<file path="src/rtl/note_sequencer_pkg.sv">
// Shared constants for the note sequencer: state encodings,
// button indices and register widths.
package seq_pkg;

    localparam int STATE_W = 2;
    localparam int TEMPO_W = 2;
    localparam int NUM_BTNS = 4;

    localparam logic [STATE_W-1:0] ST_PLAY    = 2'b00;
    localparam logic [STATE_W-1:0] ST_REVERSE = 2'b01;
    localparam logic [STATE_W-1:0] ST_PAUSED  = 2'b10;
    localparam logic [STATE_W-1:0] ST_EDIT    = 2'b11;

    localparam int BTN_PLAY = 0;
    localparam int BTN_REV  = 1;
    localparam int BTN_EDIT = 2;
    localparam int BTN_AUX  = 3;

endpackage

</file>
<file path="src/rtl/note_ram.sv">
// Note table: register file with asynchronous read and synchronous write.
// Ports: clk, rst (sync, loads INIT everywhere), we, addr, wdata, rdata.
module note_ram #(
    parameter int               DEPTH = 8,
    parameter int               WIDTH = 24,
    parameter logic [WIDTH-1:0] INIT  = '0,
    localparam int              ADDR_W = $clog2(DEPTH)
) (
    input  logic              clk,
    input  logic              rst,
    input  logic              we,
    input  logic [ADDR_W-1:0] addr,
    input  logic [WIDTH-1:0]  wdata,
    output logic [WIDTH-1:0]  rdata
);

    logic [WIDTH-1:0] mem [DEPTH];

    always_ff @(posedge clk) begin
        if (rst) begin
            for (int i = 0; i < DEPTH; i++) begin
                mem[i] <= INIT;
            end
        end else if (we) begin
            mem[addr] <= wdata;
        end
    end

    assign rdata = mem[addr];

endmodule

</file>
<file path="src/rtl/note_sequencer.sv">
// Note sequencer: steps through the note table at a selectable tempo and
// drives the NCO fcw; supports reverse play, pause and per-note editing.
// Ports: clk, rst (sync, active-high), buttons[3:0] (single-cycle pulses),
//        fcw (to NCO), leds (one-hot address), leds_state, tempo.
module note_sequencer
    import seq_pkg::*;
#(
    parameter int CYCLES_PER_SECOND = 125_000_000,
    parameter int NUM_NOTES         = 8,
    parameter int FCW_WIDTH         = 24,
    parameter int FCW_MIN           = 2748,
    parameter int FCW_MAX           = 274877,
    parameter int FCW_STEP          = 1024,
    parameter int FCW_INIT          = 59055
) (
    input  logic                 clk,
    input  logic                 rst,
    input  logic [NUM_BTNS-1:0]  buttons,
    output logic [FCW_WIDTH-1:0] fcw,
    output logic [NUM_NOTES-1:0] leds,
    output logic [STATE_W-1:0]   leds_state,
    output logic [TEMPO_W-1:0]   tempo
);

    localparam int ADDR_W  = $clog2(NUM_NOTES);
    localparam int TIMER_W = $clog2(CYCLES_PER_SECOND + 1);
    localparam int XW      = FCW_WIDTH + 1;

    localparam logic [TIMER_W-1:0] PERIOD0 = TIMER_W'(CYCLES_PER_SECOND);
    localparam logic [XW-1:0] MIN_X  = XW'(FCW_MIN);
    localparam logic [XW-1:0] MAX_X  = XW'(FCW_MAX);
    localparam logic [XW-1:0] STEP_X = XW'(FCW_STEP);
    localparam logic [NUM_NOTES-1:0] LED_ONE = NUM_NOTES'(1);

    logic [STATE_W-1:0]   state, state_n;
    logic [TEMPO_W-1:0]   tempo_q, tempo_n;
    logic [ADDR_W-1:0]    addr, addr_n;
    logic [TIMER_W-1:0]   timer, timer_n;
    logic [TIMER_W-1:0]   period;
    logic [NUM_BTNS-1:0]  btn_top;
    logic                 we;
    logic [FCW_WIDTH-1:0] wdata;
    logic [FCW_WIDTH-1:0] rdata;
    logic [XW-1:0]        rd_x, dec_x, inc_x, diff_x, sum_x;
    logic                 moving, changed, expire;

    note_ram #(
        .DEPTH (NUM_NOTES),
        .WIDTH (FCW_WIDTH),
        .INIT  (FCW_WIDTH'(FCW_INIT))
    ) u_ram (
        .clk   (clk),
        .rst   (rst),
        .we    (we),
        .addr  (addr),
        .wdata (wdata),
        .rdata (rdata)
    );

    // Isolate the lowest set bit: bit 0 has the highest priority.
    assign btn_top = buttons & (~buttons + NUM_BTNS'(1));

    // Saturating edits. The clamp on both bounds pulls an out-of-range
    // entry back into range on its first edit.
    always_comb begin
        rd_x   = {1'b0, rdata};
        diff_x = rd_x - STEP_X;
        sum_x  = rd_x + STEP_X;

        if (rd_x < MIN_X + STEP_X) begin
            dec_x = MIN_X;
        end else if (diff_x > MAX_X) begin
            dec_x = MAX_X;
        end else begin
            dec_x = diff_x;
        end

        if (sum_x > MAX_X) begin
            inc_x = MAX_X;
        end else if (sum_x < MIN_X) begin
            inc_x = MIN_X;
        end else begin
            inc_x = sum_x;
        end
    end

    always_comb begin
        state_n = state;
        tempo_n = tempo_q;
        addr_n  = addr;
        we      = 1'b0;
        wdata   = rdata;

        unique case (state)
            ST_PLAY, ST_REVERSE: begin
                unique case (1'b1)
                    btn_top[BTN_PLAY]: state_n = ST_PAUSED;
                    btn_top[BTN_REV]:
                        state_n = (state == ST_PLAY) ? ST_REVERSE : ST_PLAY;
                    btn_top[BTN_EDIT]: ;
                    btn_top[BTN_AUX]: tempo_n = tempo_q + TEMPO_W'(1);
                    default: ;
                endcase
            end
            ST_PAUSED: begin
                unique case (1'b1)
                    btn_top[BTN_PLAY]: state_n = ST_PLAY;
                    btn_top[BTN_REV]:  ;
                    btn_top[BTN_EDIT]: state_n = ST_EDIT;
                    btn_top[BTN_AUX]:  ;
                    default: ;
                endcase
            end
            ST_EDIT: begin
                unique case (1'b1)
                    btn_top[BTN_PLAY]: begin
                        we    = 1'b1;
                        wdata = dec_x[FCW_WIDTH-1:0];
                    end
                    btn_top[BTN_REV]: begin
                        we    = 1'b1;
                        wdata = inc_x[FCW_WIDTH-1:0];
                    end
                    btn_top[BTN_EDIT]: state_n = ST_PAUSED;
                    btn_top[BTN_AUX]:  addr_n = addr + ADDR_W'(1);
                    default: ;
                endcase
            end
            default: ;
        endcase

        // A state or tempo change restarts the note period, so it also
        // suppresses an advance that would otherwise land this cycle.
        period  = PERIOD0 >> tempo_q;
        moving  = (state == ST_PLAY) || (state == ST_REVERSE);
        changed = (state_n != state) || (tempo_n != tempo_q);
        expire  = moving && !changed && (timer == period - TIMER_W'(1));

        if (!moving || changed || expire) begin
            timer_n = '0;
        end else begin
            timer_n = timer + TIMER_W'(1);
        end

        if (expire) begin
            addr_n = (state == ST_PLAY) ? addr + ADDR_W'(1)
                                        : addr - ADDR_W'(1);
        end
    end

    always_ff @(posedge clk) begin
        if (rst) begin
            state   <= ST_PLAY;
            tempo_q <= '0;
            addr    <= '0;
            timer   <= '0;
        end else begin
            state   <= state_n;
            tempo_q <= tempo_n;
            addr    <= addr_n;
            timer   <= timer_n;
        end
    end

    assign fcw        = (state == ST_PAUSED) ? '0 : rdata;
    assign leds       = LED_ONE << addr;
    assign leds_state = state;
    assign tempo      = tempo_q;

endmodule

</file>
<file path="config.mk">
export PLATFORM = sky130hd
export DESIGN_NAME = note_sequencer
export DESIGN_NICKNAME = d
export VERILOG_FILES = /design/src/rtl/note_sequencer_pkg.sv /design/src/rtl/note_ram.sv /design/src/rtl/note_sequencer.sv
export SDC_FILE = /design/constraint.sdc
export NUM_CORES = 1
export LEC_CHECK = 0
export ABC_AREA = 1
export CORE_MARGIN = 10
export CORE_UTILIZATION = 60
export DETAILED_ROUTE_END_ITERATION = 8
export GPL_TIMING_DRIVEN = 1
export MAX_ROUTING_LAYER = met4
export PLACE_DENSITY = 0.87
export SLEW_MARGIN = 0
export SYNTH_ARGS = -nofsm -noshare
export SYNTH_HDL_FRONTEND = slang
export SYNTH_SLANG_ARGS = --single-unit
</file>
<file path="constraint.sdc">
create_clock -name clk -period 4.21 [get_ports clk]
set_input_delay 0.842 -clock clk [delete_from_list [all_inputs] [get_ports clk]]
set_output_delay 0.842 -clock clk [all_outputs]
set_load 0.02 [all_outputs]
</file>
# --- Word level (Yosys, flattened, before mapping) ---
# Memory sizes are Yosys's and may differ from the RTL's. A register that Yosys moved wholly into a read port is not among the register bits.
# Index checks and enable logic that the tools add are counted.
op_classes:
  n_addsub: 8
  order_cmp: 4
  n_eq_ne: 6
  n_shift: 2
  n_mux: 30
  bitwise: 2
  reduce_logical: 16
ops:
  columns: ["operator", "count"]
  rows:
  - ["24-bit 2-to-1 mux", 7]
  - ["25-bit by 19-bit > comparator with 1-bit output, second input constant", 2]
  - ["24-bit case mux with 2 select lines", 1]
  - ["27-bit by 1-bit adder with 27-bit output, second input constant", 1]
  - ["27-bit == test", 1]
  - ["27-bit by 2-bit right shift with 27-bit output, first input constant", 1]
  - ["27-bit by 1-bit subtractor with 27-bit output, second input constant", 1]
  - ["24-bit by 11-bit adder with 25-bit output, second input constant", 1]
  - ["25-bit by 12-bit less-than comparator with 1-bit output, second input constant", 1]
  - ["24-bit by 11-bit subtractor with 25-bit output, second input constant", 1]
  - ["24-bit by 12-bit less-than comparator with 1-bit output, second input constant", 1]
  - ["24-bit OR reduction", 1]
  - ["3-bit 2-to-1 mux", 7]
  - ["1-bit 2-to-1 mux", 9]
  - ["2-bit case mux with 2 select lines", 2]
  - ["1-bit by 3-bit << shifter with 8-bit output, first input constant", 1]
  - ["2-bit 2-to-1 mux", 3]
  - ["2-bit case mux with 3 select lines", 1]
  - ["2-bit OR reduction", 3]
  - ["4-bit by 1-bit adder with 4-bit output, second input constant", 1]
  - ["4-bit AND", 1]
  - ["2-bit == test, second input constant", 2]
  - ["1-bit logical OR", 4]
  - ["2-bit != test", 2]
  - ["10 further kinds", 13]
word_totals:
  reg_bits: 34
  mem_bits_rw: 192
  in_bits: 6
  out_inout_bits: 36
  wordCells: 73
  memories: 1
mem_list:
  columns: ["name", "depth", "width", "rd", "rd_ports_with_merged_regs", "write_ports", "line_no", "rtl"]
  rows:
  - ["u_ram.mem", 8, 24, 1, 1, 8, "note_ram.sv:17", "logic [WIDTH-1:0] mem [DEPTH];"]

# --- Longest topological paths before layout ---
# Gate-level depths: netlist (run 1).
depth:
  word_depth: 14
  depth_mapped: 25
  depth_no_buf: 23

# --- Cells and area by module ---
# Synthesis (run 1) repeated with hierarchy kept, for this count alone.
unflattened:
  hier_cells: 1830
  area_unflattened_um2: 13405.4
modules_own_cells:
  columns: ["module", "n_inst", "cells_each", "area_per_inst_um2", "seq_area_each_um2"]
  rows:
  - ["note_ram", 1, 995, 8851.0, 5765.5]
  - ["note_sequencer", 1, 835, 4554.4, 680.7]

# --- Least setup slack after synthesis (run 1) ---
# OpenSTA, ideal clock, no wires.
synth_timing:
  path_type: "input to register"
  startpoint: "in buttons[1]"
  endpoint: "mem u_ram.mem[4][0] (enable)"
  setup_ns: 0.381
  t_arrival_ns: 2.516
  required_time_ns: 3.829
  path_slack_ns: 1.313
  stages: 10
  path_buffers: 0
  cell_sequence: "nor2_1 nor2_1 clkinv_1 nor2_1 inv_1 nor2_1 inv_1 nor2_1 clkinv_1 nand2_1"
synth_lines:
  columns: ["item", "line_no", "rtl"]
  rows:
  - ["start: declaration", "note_sequencer.sv:18", "input logic [NUM_BTNS-1:0] buttons,"]
  - ["end: declaration", "note_ram.sv:17", null]

==> results of run 1 <==
-- power by group through the flow --
stage          clock network (µW)  registers, µW  logic [µW]
2_1_floorplan                   0           2560         250
3_3_place_gp                    0           2560         411
3_5_place_dp                    0           2560         418
4_1_cts                      2250           2520         422
5_1_grt                      2340           2520         467
6_report                     2250           2520         430
-- worst max-delay path, stage by stage, from the launching register on --
cell and delay, ns:
dfxtp_4 0.41, inv_2 0.38, buf_12 0.28, o21ai_0 0.13, o22ai_1 0.16, nand2_1 0.08
nand2_1 0.22, inv_1 0.09, nor2_1 0.20, clkdlybuf4s50_1 0.66
-- how the worst min path moves through the flow --
| stage | from | end | cells past startpoint |
|---|---|---|---|
| floorplan | timer[0] | timer[0] | 1 |
| global placement | timer[0] | timer[0] | 1 |
| detailed placement | timer[0] | timer[0] | 1 |
| CTS | timer[0] | timer[0] | 1 |
| global route | timer[0] | timer[0] | 1 |
| finish | timer[0] | timer[0] | 1 |
-- metrics by stage --
| step | setup slack, ns | instances | hold slack (ns) |
|---|---|---|---|
| after CTS | 0.214 | 2068 | 0.473 |
| after floorplan | 1.31 | 1720 | 0.430 |
| final | 0.185 | 2068 | 0.472 |
| after global routing | 0.0181 | 2068 | 0.487 |
| after detailed placement | 0.472 | 2024 | 0.454 |
| after global placement | 0.572 | 2024 | 0.444 |
-- cells by family (layout without fill, tap and decap cells) --
logic type,after synthesis,in the layout
buf+inv,287,360
xor+xnor,23,23
compound gates,125,125
mux,1,1
fa+ha+maj,19,19
simple gates,996,996
other cells,1,40
flops,229,229
-- routing by layer --
metal  GRT usage  vias to the layer above
met5           -                        -
met4       0.141                        0
met3      0.0417                      171
met2       0.444                      702
met1       0.323                     5403
li1            -                     5616
-- registers in the layout, summed over array words and instances (netlist names), named ones only --
| name | count |
|---|---|
| tempo | 2 |
| timer | 27 |
| u_ram.mem | 192 |
| leds_state | 2 |
| addr | 3 |
-- final cells by class --
type / instances / share of cell area
multi-input combinational: 1204 / 0.372
timing repair buffer: 87 / 0.0556
inverter: 229 / 0.0575
tap: 275 / 0.0230
clock inverter: 12 / 0.00904
clock buffer: 32 / 0.0470
sequential: 229 / 0.436
-- cell usage in the layout (no fill, tap or decap), types with 9 or more instances in the layout --
| master | Yosys | layout |
|---|---|---|
| o21ai_1 | 19 | 19 |
| clkinv_1 | 10 | 13 |
| o21ai_0 | 28 | 28 |
| clkdlybuf4s50_1 | 0 | 41 |
| edfxtp_1 | 192 | 192 |
| nand4_1 | 14 | 14 |
| conb_1 | 1 | 40 |
| inv_1 | 209 | 209 |
| inv_2 | 10 | 10 |
| nor2_1 | 197 | 196 |
| xor2_1 | 18 | 18 |
| nand2_1 | 480 | 480 |
| clkbuf_16 | 0 | 26 |
| nor2_2 | 8 | 9 |
| dfxtp_1 | 37 | 35 |
| ha_1 | 19 | 19 |
| nand3_1 | 240 | 240 |
| a21oi_1 | 51 | 51 |
| nand2_2 | 17 | 17 |
| buf_4 | 5 | 40 |
| nor3_1 | 18 | 18 |
==> key figures, run 1 <==
Setup path
  – CP endpoint: fcw[0]
  – Element type at the critical path end: output pin
  – Startpoint type of the worst setup path: flop
  – CP arrival: 3.18 ns
  – Reg2reg setup slack: ~0.30 ns
  – Worst reg2reg endpoint: u_ram.mem[2][15]
  – Worst r2r path cells: 22
  – CP Class: reg2out
  – Worst-path maximum fanout: slightly above 40
  – Worst EP required: ~3.4 ns

Pwr
  – NetSw: 1210 µW
  – Internal power: approximately 4000 µW
  – Final Power: 5190 µW
  – Peak VDD IR: 0.348 mV
  – Power Density: 347 mW/mm²
  – Pleak: 0.00634 µW
  – Clock power frac: 0.433
  – Gate power share: 0.083
  – Switching Share: 0.233
  – Reg power frac: 0.485

STA
  – Post-route setup TNS: 0 ns
  – Clk_skew: ~0.011 ns
  – Min cycle time layout: between 4 and 5 ns
  – Unrepaired setup endpoints after global routing: false
  – Final hold violations: 0
  – Period Utilization, post-route: 0.956
  – Max-slew headroom: 0.555
  – Worst slew pin tran: 0.660 ns
  – Final setup violating endpoints: 0
  – Max Freq: 248 MHz
  – Slew Limit Fails: 0

Logic synthesis
  – Post-synth EDFFs: roughly 190
  – Post-synthesis sequential area ratio: 0.498
  – Main combinational cell family by area after synthesis: simple AND/OR/NAND/NOR gates
  – Syn Inst Count: between 1500 and 2000
  – Seq cells post-synth: between 200 and 250
  – Top-count cell post-synth: nand2_1
  – Synth Flop Type: edfxtp_1
  – Xor/xnor share of the synthesized area: 0.0154
  – Mapped Area: 0.0131 mm²
  – Leading area contributor after synthesis: edfxtp_1
  – Synth top area share: 0.441
  – Mapped Avg Cell Area: 7.78 µm²
  – Simple-gate portion of the synthesized area: 0.326
  – Cell variety after synth: 48
  – Post-synth top cells: 480 x nand2_1, 240 x nand3_1, 209 x inv_1, 197 x nor2_1, 192 x edfxtp_1
  – Mux cell area share after synthesis: 0.000861
  – Post-synthesis compound-gate area fraction: 0.0534
  – Yosys warning total: 0
  – Post-Synth Adder-Cell Area: 0.0182
  – Synth top area cells: edfxtp_1 44%, nand2_1 14%, nand3_1 9.2%
  – Synth async-reset ratio: 0

Worst hold path
  – Hold Crit Class: reg2reg

Clock tree
  – Worst-Skew Late Latency: ~0.52 ns
  – Max H-tree Level: 1
  – Num CTS Buffers: 24
  – Clock Path Buffers: 3
  – Cts repair resizes: 0
  – Clock root buffer: clkbuf_16
  – CTS Hold Bufs: 0
  – TritonCTS clock tree: built
  – CTS Sinks: between 200 and 250
  – Post-CTS setup buffer count: 0
  – Clock transition at the registers of the reported paths: ~0.060 ns

Finish
  – Register area: 0.00651 mm²
  – Utilization after layout: 0.704
  – Antenna Cells: 0
  – Layout cells sized above 1: 0.0753
  – P&R area growth vs syn: 14.4%
  – Area of the multi-input gates: roughly 0.0056 mm²
  – Fin nets: 1800
  – Fillers: around 1600
  – Post-route cell area: about 0.015 mm²

Floorplanning
  – Die span in x: between 150 and 200 µm
  – Row cnt: 53
  – Initial cell density of the core: 0.616
  – Core ar.: about 0.021 mm²
  – Die area: between 0.02 and 0.03 mm²
  – Die height: approximately 170 µm
  – I/O pin count: 42

Global route
  – Total track usage: 0.273
  – Grt ovf: 0
  – Vias in the first global route: 11759
  – Initial antenna violation count: 0
  – First-pass GRT wire length: 61000 µm
  – Largest net degree at the start of global routing: 52

Routing
  – Total Wirelength: 38100 µm
  – Met2 wire length: 18200 µm
  – Initial DRC Count: roughly 1300
  – Drt drc: 0
  – Avg WL per Cell: ~18 µm
  – Post-DRT Antenna Nets: 0
  – Via count of the routed design: ~12000
  – Drt first pass iters: 6
  – Met1 Wirelength: around 14000 µm
  – Via density: roughly 5.8
  – DR top layer: met4
  – Met3 Wirelength: between 4000 and 5000 µm

Job
  – Max-Cap Viols: 0

Placed design
  – Buffers added on ports: between 40 and 50
  – GP Congestion: 1.04
  – Post-DP HPWL: about 26000 µm
  – Dpl cell area: about 0.014 mm²

Run status
  – Status: complete, no violations
Note: power is estimated with default switching activity, not from simulation.
==> run 2, diff against run 1 <==
--- a/config.mk
+++ b/config.mk
@@ -6,7 +6,8 @@
 export NUM_CORES = 1
 export LEC_CHECK = 0
 export ABC_AREA = 1
-export CORE_MARGIN = 10
+export CORE_ASPECT_RATIO = 0.7
+export CORE_MARGIN = 1
 export CORE_UTILIZATION = 60
 export DETAILED_ROUTE_END_ITERATION = 8
 export GPL_TIMING_DRIVEN = 1
==> key figures, run 2 (synthesis gave the netlist of run 1 again) <==
Floorplanning
  – Die span in x: 178 µm (+6.5%)
  – Initial cell density of the core: 0.622 (+0.00557)
  – Row cnt: 44 (-17%)
  – Die area: 0.0224 mm² (-20%)
  – Die height: 125 µm (-25%)
  – Core ar.: 0.0210 mm² (-0.90%)
  – I/O pin count: 42 (unchanged)

Setup path
  – Most used cell along the critical path: nand2_1
  – Worst reg2reg endpoint: u_ram.mem[6][11]
  – CP arrival: 3.15 ns (-0.03 ns)
  – Reg2reg setup slack: 0.33 ns (+0.03 ns)
  – Slowest CP cell: clkdlybuf4s50_1
  – Worst-path maximum fanout: 24 (-41%)
  – CP Class: reg2out
  – Element type at the critical path end: output pin
  – WP buf/inv: 3 (-1)
  – Delay of the slowest critical-path stage: 0.69 ns (+0.03 ns)
  – Worst r2r path cells: 19 (-14%)
  – Worst EP required: 3.37 ns (about the same)
  – Startpoint type of the worst setup path: flop
  – Crit-path cells: inv_2 > buf_4 > nand2_1 > nand2_1 > nand2_1 > nand3_1 > nand2_1 > nor2_1 > clkdlybuf4s50_1
  – Family with the most delay on the worst path: buffers and inverters

STA
  – Post-route setup TNS: 0 ns (unchanged)
  – Clk_skew: 0.0263 ns (+0.0155 ns)
  – Max-slew headroom: 0.419 (-0.136)
  – Min cycle time layout: 3.99 ns (-0.0353 ns)
  – Max Freq: 251 MHz (+0.88%)
  – Unrepaired setup endpoints after global routing: false
  – Final hold violations: 0 (unchanged)
  – Worst slew pin tran: 0.870 ns (+0.210 ns)
  – Slew Limit Fails: 0 (unchanged)
  – Final setup violating endpoints: 0 (unchanged)
  – Period Utilization, post-route: 0.948 (-0.00838)

Finish
  – Layout cells sized above 1: 0.0756 (+0.000347)
  – P&R area growth vs syn: 13.5%
  – Biggest regs: u_ram.mem: 192 flops, timer: 27 flops, addr: 3 flops
  – Biggest register: u_ram.mem
  – Largest register FFs: 192 (unchanged)
  – Post-route cell area: 0.0148 mm² (-0.75%)
  – Antenna Cells: 0 (unchanged)
  – Fillers: 1600 (-1.1%)
  – Commonest non-fill, non-tap cell in the layout: nand2_1
  – Commonest non-fill, non-tap cells in the layout: 480 x nand2_1, 240 x nand3_1, 209 x inv_1
  – Fin nets: 1806 (+0.33%)
  – Utilization after layout: 0.705 (+0.00102)

Worst hold path
  – WHS Path Cells: 1 (unchanged)
  – Min-Delay Startpoint: timer[0]
  – Hold Path End: timer[0]
  – Hold Crit Class: reg2reg

Clock tree
  – Max H-tree Level: 1 (unchanged)
  – CTS Sinks: 229 (unchanged)
  – Clock transition at the registers of the reported paths: 0.07 ns (about the same)
  – Num CTS Buffers: 23 (-4.2%)
  – TritonCTS clock tree: built
  – Clock root buffer: clkbuf_16
  – Worst-Skew Late Latency: 0.53 ns (about the same)
  – Clock Path Buffers: 3 (unchanged)

Job
  – Max-Cap Viols: 0 (unchanged)

Global route
  – Vias in the first global route: 11316 (-3.8%)
  – Total track usage: 0.367 (+0.0945)
  – First-pass GRT wire length: 61000 µm (+0.11%)
  – Grt ovf: 0 (unchanged)
  – Initial antenna violation count: 0 (unchanged)
  – Largest net degree at the start of global routing: 52 (unchanged)

Placed design
  – Post-DP HPWL: 27100 µm (+5.7%)
  – Buffers added on ports: 41 (unchanged)
  – GP Congestion: 1.06 (+2.0%)
  – Dpl cell area: 0.0142 mm² (+0.38%)

Pwr
  – Reg power frac: 0.520 (+0.035)
  – Power Density: 326 mW/mm² (-6.0%)
  – Peak VDD IR: 0.378 mV (+8.5%)
  – Gate power share: 0.092 (+0.009)
  – Internal power: 3630 µW (-8.7%)
  – Clock power frac: 0.388 (-0.045)
  – NetSw: 1210 µW (-0.15%)
  – Pleak: 0.00628 µW (-0.96%)
  – Switching Share: 0.249 (+0.0164)

Run status
  – Status: complete, no violations

Routing
  – Drt first pass iters: 7 (+1)
  – Total Wirelength: 39100 µm (+2.7%)
  – Initial DRC Count: 2024 (+51%)
  – Via density: 5.91 (+2.7%)
  – Post-DRT Antenna Nets: 0 (unchanged)
  – Avg WL per Cell: 18.8 µm (+2.4%)
  – Via count of the routed design: 12254 (+3.0%)
  – Drt drc: 0 (unchanged)
==> run 2: layout make-up <==
| cell class | instances | area (µm²) | area share |
|---|---|---|---|
| tap | 276 | 345 | 0.0233 |
| clock inverter | 14 | 70.1 | 0.00472 |
| timing repair buffer | 94 | 887 | 0.0598 |
| clock buffer | 28 | 594 | 0.0401 |
| inverter | 229 | 860 | 0.0579 |
| multi-input combinational | 1204 | 5570 | 0.375 |
| sequential | 229 | 6510 | 0.439 |
==> run 2: worst max path at each step <==
| stage | to | slack [ns] | cells after the start |
|---|---|---|---|
| floorplan | u_ram.mem[4][0] | 1.31 | 10 |
| global placement | u_ram.mem[3][11] | 0.55 | 19 |
| detailed placement | u_ram.mem[6][11] | 0.49 | 19 |
| CTS | fcw[23] | 0.13 | 7 |
| global route | u_ram.mem[6][11] | 0.1 | 22 |
| finish | fcw[3] | 0.22 | 9 |
==> run 2: timing repair <==
action / 4_1_cts / 5_1_grt
setup endpoints to repair: 0 / 4
setup buffers: 0 / 0
hold buffers: 0 / 0
resized for setup: 0 / 2
==> run 2: stage by stage <==
step | setup slack, ns | hold slack [ns] | instances | power [µW]
floorplan | 1.31 | 0.430 | 1720 | 2810
global placement | 0.550 | 0.441 | 2032 | 2980
detailed placement | 0.487 | 0.465 | 2032 | 2990
CTS | 0.128 | 0.474 | 2074 | 4820
global route | 0.0976 | 0.492 | 2074 | 4950
finish | 0.220 | 0.474 | 2074 | 4840
==> run 2: power groups by stage <==
stage	clock network (µW)	registers [µW]	logic [µW]
after global placement	0	2560	418
after CTS	1870	2520	430
after floorplan	0	2560	250
after detailed placement	0	2570	427
after global routing	1960	2520	475
final	1880	2520	446
==> run 2: metal layers <==
metal	GRT usage	part of all wire	wire, µm
met3	0.0806	0.15	6030
met5	-	0	0
met1	0.522	0.38	15000
met4	0.130	0.036	1420
met2	0.516	0.42	16600
==> run 3, diff against run 2 <==
--- a/config.mk
+++ b/config.mk
@@ -7,10 +7,11 @@
 export LEC_CHECK = 0
 export ABC_AREA = 1
 export CORE_ASPECT_RATIO = 0.7
-export CORE_MARGIN = 1
+export CORE_MARGIN = 5
 export CORE_UTILIZATION = 60
 export DETAILED_ROUTE_END_ITERATION = 8
 export GPL_TIMING_DRIVEN = 1
+export HOLD_SLACK_MARGIN = 0.02
 export MAX_ROUTING_LAYER = met4
 export PLACE_DENSITY = 0.87
 export SLEW_MARGIN = 0
==> key figures, run 3 (synthesis gave the netlist of run 1 again) <==
Setup path
  – Worst-path maximum fanout: 62 (+160%)
  – Worst EP required: 3.37 ns (about the same)
  – Reg2reg setup slack: 0.29 ns (-0.04 ns)
  – CP arrival: 3.13 ns (-0.02 ns)
  – Element type at the critical path end: output pin
  – Startpoint type of the worst setup path: flop
  – CP Class: reg2out
  – Worst reg2reg endpoint: u_ram.mem[4][17]
  – Worst r2r path cells: 14 (-5)

STA
  – Final setup violating endpoints: 0 (unchanged)
  – Post-route setup TNS: 0 ns (unchanged)
  – Clk_skew: 0.0241 ns (-0.00227 ns)
  – Worst slew pin tran: 0.854 ns (-0.0155 ns)
  – Final hold violations: 0 (unchanged)
  – Period Utilization, post-route: 0.942 (-0.00528)
  – Max Freq: 252 MHz (+0.56%)
  – Slew Limit Fails: 0 (unchanged)
  – Max-slew headroom: 0.427 (+0.00714)
  – Unrepaired setup endpoints after global routing: false
  – Min cycle time layout: 3.97 ns (-0.0222 ns)

Floorplanning
  – Initial cell density of the core: 0.606 (-0.0154)
  – Core ar.: 0.0216 mm² (+2.5%)
  – Die span in x: 186 µm (+4.5%)
  – Die area: 0.0249 mm² (+11%)
  – I/O pin count: 42 (unchanged)
  – Die height: 133 µm (+6.4%)
  – Row cnt: 45 (+2.3%)

Clock tree
  – Clock Path Buffers: 3 (unchanged)
  – Cts repair resizes: 0 (unchanged)
  – CTS Hold Bufs: 0 (unchanged)
  – Clock root buffer: clkbuf_16
  – Clock transition at the registers of the reported paths: 0.07 ns (about the same)
  – Worst-Skew Late Latency: 0.52 ns (about the same)
  – CTS Sinks: 229 (unchanged)
  – Num CTS Buffers: 23 (unchanged)
  – Post-CTS setup buffer count: 0 (unchanged)
  – TritonCTS clock tree: built
  – Max H-tree Level: 1 (unchanged)

Global route
  – Grt ovf: 0 (unchanged)
  – First-pass GRT wire length: 60100 µm (-1.5%)
  – Vias in the first global route: 11419 (+0.91%)
  – Total track usage: 0.305 (-0.0622)
  – Initial antenna violation count: 0 (unchanged)
  – Largest net degree at the start of global routing: 63 (+21%)

Pwr
  – Power Density: 338 mW/mm² (+3.5%)
  – Reg power frac: 0.502 (-0.018)
  – Internal power: 3820 µW (+5.2%)
  – Gate power share: 0.084 (-0.008)
  – Pleak: 0.00629 µW (+0.24%)
  – NetSw: 1190 µW (-1.3%)
  – Switching Share: 0.238 (-0.0117)
  – Peak VDD IR: 0.399 mV (+5.6%)
  – Clock power frac: 0.414 (+0.026)

Finish
  – Commonest non-fill, non-tap cell in the layout: nand2_1
  – Biggest regs: u_ram.mem: 192 flops, timer: 27 flops, addr: 3 flops
  – Antenna Cells: 0 (unchanged)
  – Largest register FFs: 192 (unchanged)
  – Commonest non-fill, non-tap cells in the layout: 480 x nand2_1, 240 x nand3_1, 209 x inv_1
  – P&R area growth vs syn: 13.6%
  – Biggest register: u_ram.mem
  – Final cell count without fillers: 2072 (-0.096%)
  – Layout cells sized above 1: 0.0749 (-0.000779)
  – Fin nets: 1799 (-0.39%)

Routing
  – Initial DRC Count: 1798 (-11%)
  – Avg WL per Cell: 18.3 µm (-2.9%)
  – Via count of the routed design: 12177 (-0.63%)
  – Drt drc: 0 (unchanged)
  – Via density: 5.88 (-0.53%)
  – Drt first pass iters: 5 (-2)
  – Post-DRT Antenna Nets: 0 (unchanged)
  – Total Wirelength: 37900 µm (-3.0%)

Run status
  – Status: complete, no violations

Placed design
  – Buffers added on ports: 41 (unchanged)
  – GP Congestion: 1.04 (-1.6%)
  – Post-DP HPWL: 26100 µm (-3.7%)
  – Placed cells: 2031 (-0.049%)

Worst hold path
  – Hold Crit Class: reg2reg
  – Min-Delay Startpoint: timer[0]
  – Hold Path End: timer[0]
  – WHS Path Cells: 1 (unchanged)

Job
  – Max-Cap Viols: 0 (unchanged)
## run 3: cell type report
cell class	count	area [µm²]
inverters	229	860
multi-input cells	1204	5570
clock inverters	13	121
well taps	282	353
flip-flops and latches	229	6510
clock buffers	28	636
repair buffers	87	806
fillers	1644	6710
## run 3: how the worst max path moves through the flow
stage / slack (ns) / endpoint / cells past startpoint / startpoint
finish: 0.24 / fcw[1] / 10 / flop
global route: 0.05 / u_ram.mem[5][15] / 22 / flop
CTS: 0.30 / fcw[0] / 10 / flop
detailed placement: 0.41 / u_ram.mem[0][22] / 12 / buttons[0]
global placement: 0.48 / u_ram.mem[0][20] / 12 / buttons[0]
floorplan: 1.31 / u_ram.mem[4][0] / 10 / buttons[1]
## run 3: power groups by stage
| stage | clock (µW) | combinational (µW) | sequential, µW |
|---|---|---|---|
| floorplan | 0 | 250 | 2560 |
| global placement | 0 | 401 | 2560 |
| detailed placement | 0 | 408 | 2560 |
| CTS | 2070 | 411 | 2520 |
| global route | 2170 | 456 | 2520 |
| finish | 2080 | 421 | 2520 |
## run 3: worst max-delay path, stage by stage, from the launching register on
cell and delay, ns:
dfxtp_4 0.45, buf_12 0.30, buf_4 0.23, buf_4 0.17, nor2_1 0.05, nor2_1 0.08, o21ai_0 0.09, nand3_1 0.09
nand2_1 0.13, nor2_1 0.28, clkdlybuf4s50_1 0.67
## run 3: layer usage
metal / wire [µm] / up-vias / global-route usage / share of wire
li1: - / 5621 / - / -
met1: 14600 / 5536 / 0.407 / 0.39
met2: 16800 / 866 / 0.471 / 0.44
met3: 5030 / 154 / 0.0597 / 0.13
met4: 1410 / 0 / 0.106 / 0.037
met5: 0 / - / - / 0
## run 3: per-stage QoR
step                      area [µm²]  power, µW   util  setup slack (ns)  hold WS, ns
after floorplan                13200       2810      -              1.31        0.430
after global placement         14100       2960  0.654             0.475        0.439
after detailed placement       14100       2970  0.654             0.412        0.457
after CTS                      14900       5000  0.689             0.302        0.469
after global routing           14900       5150  0.689            0.0548        0.513
final                          14900       5010  0.689             0.242        0.469
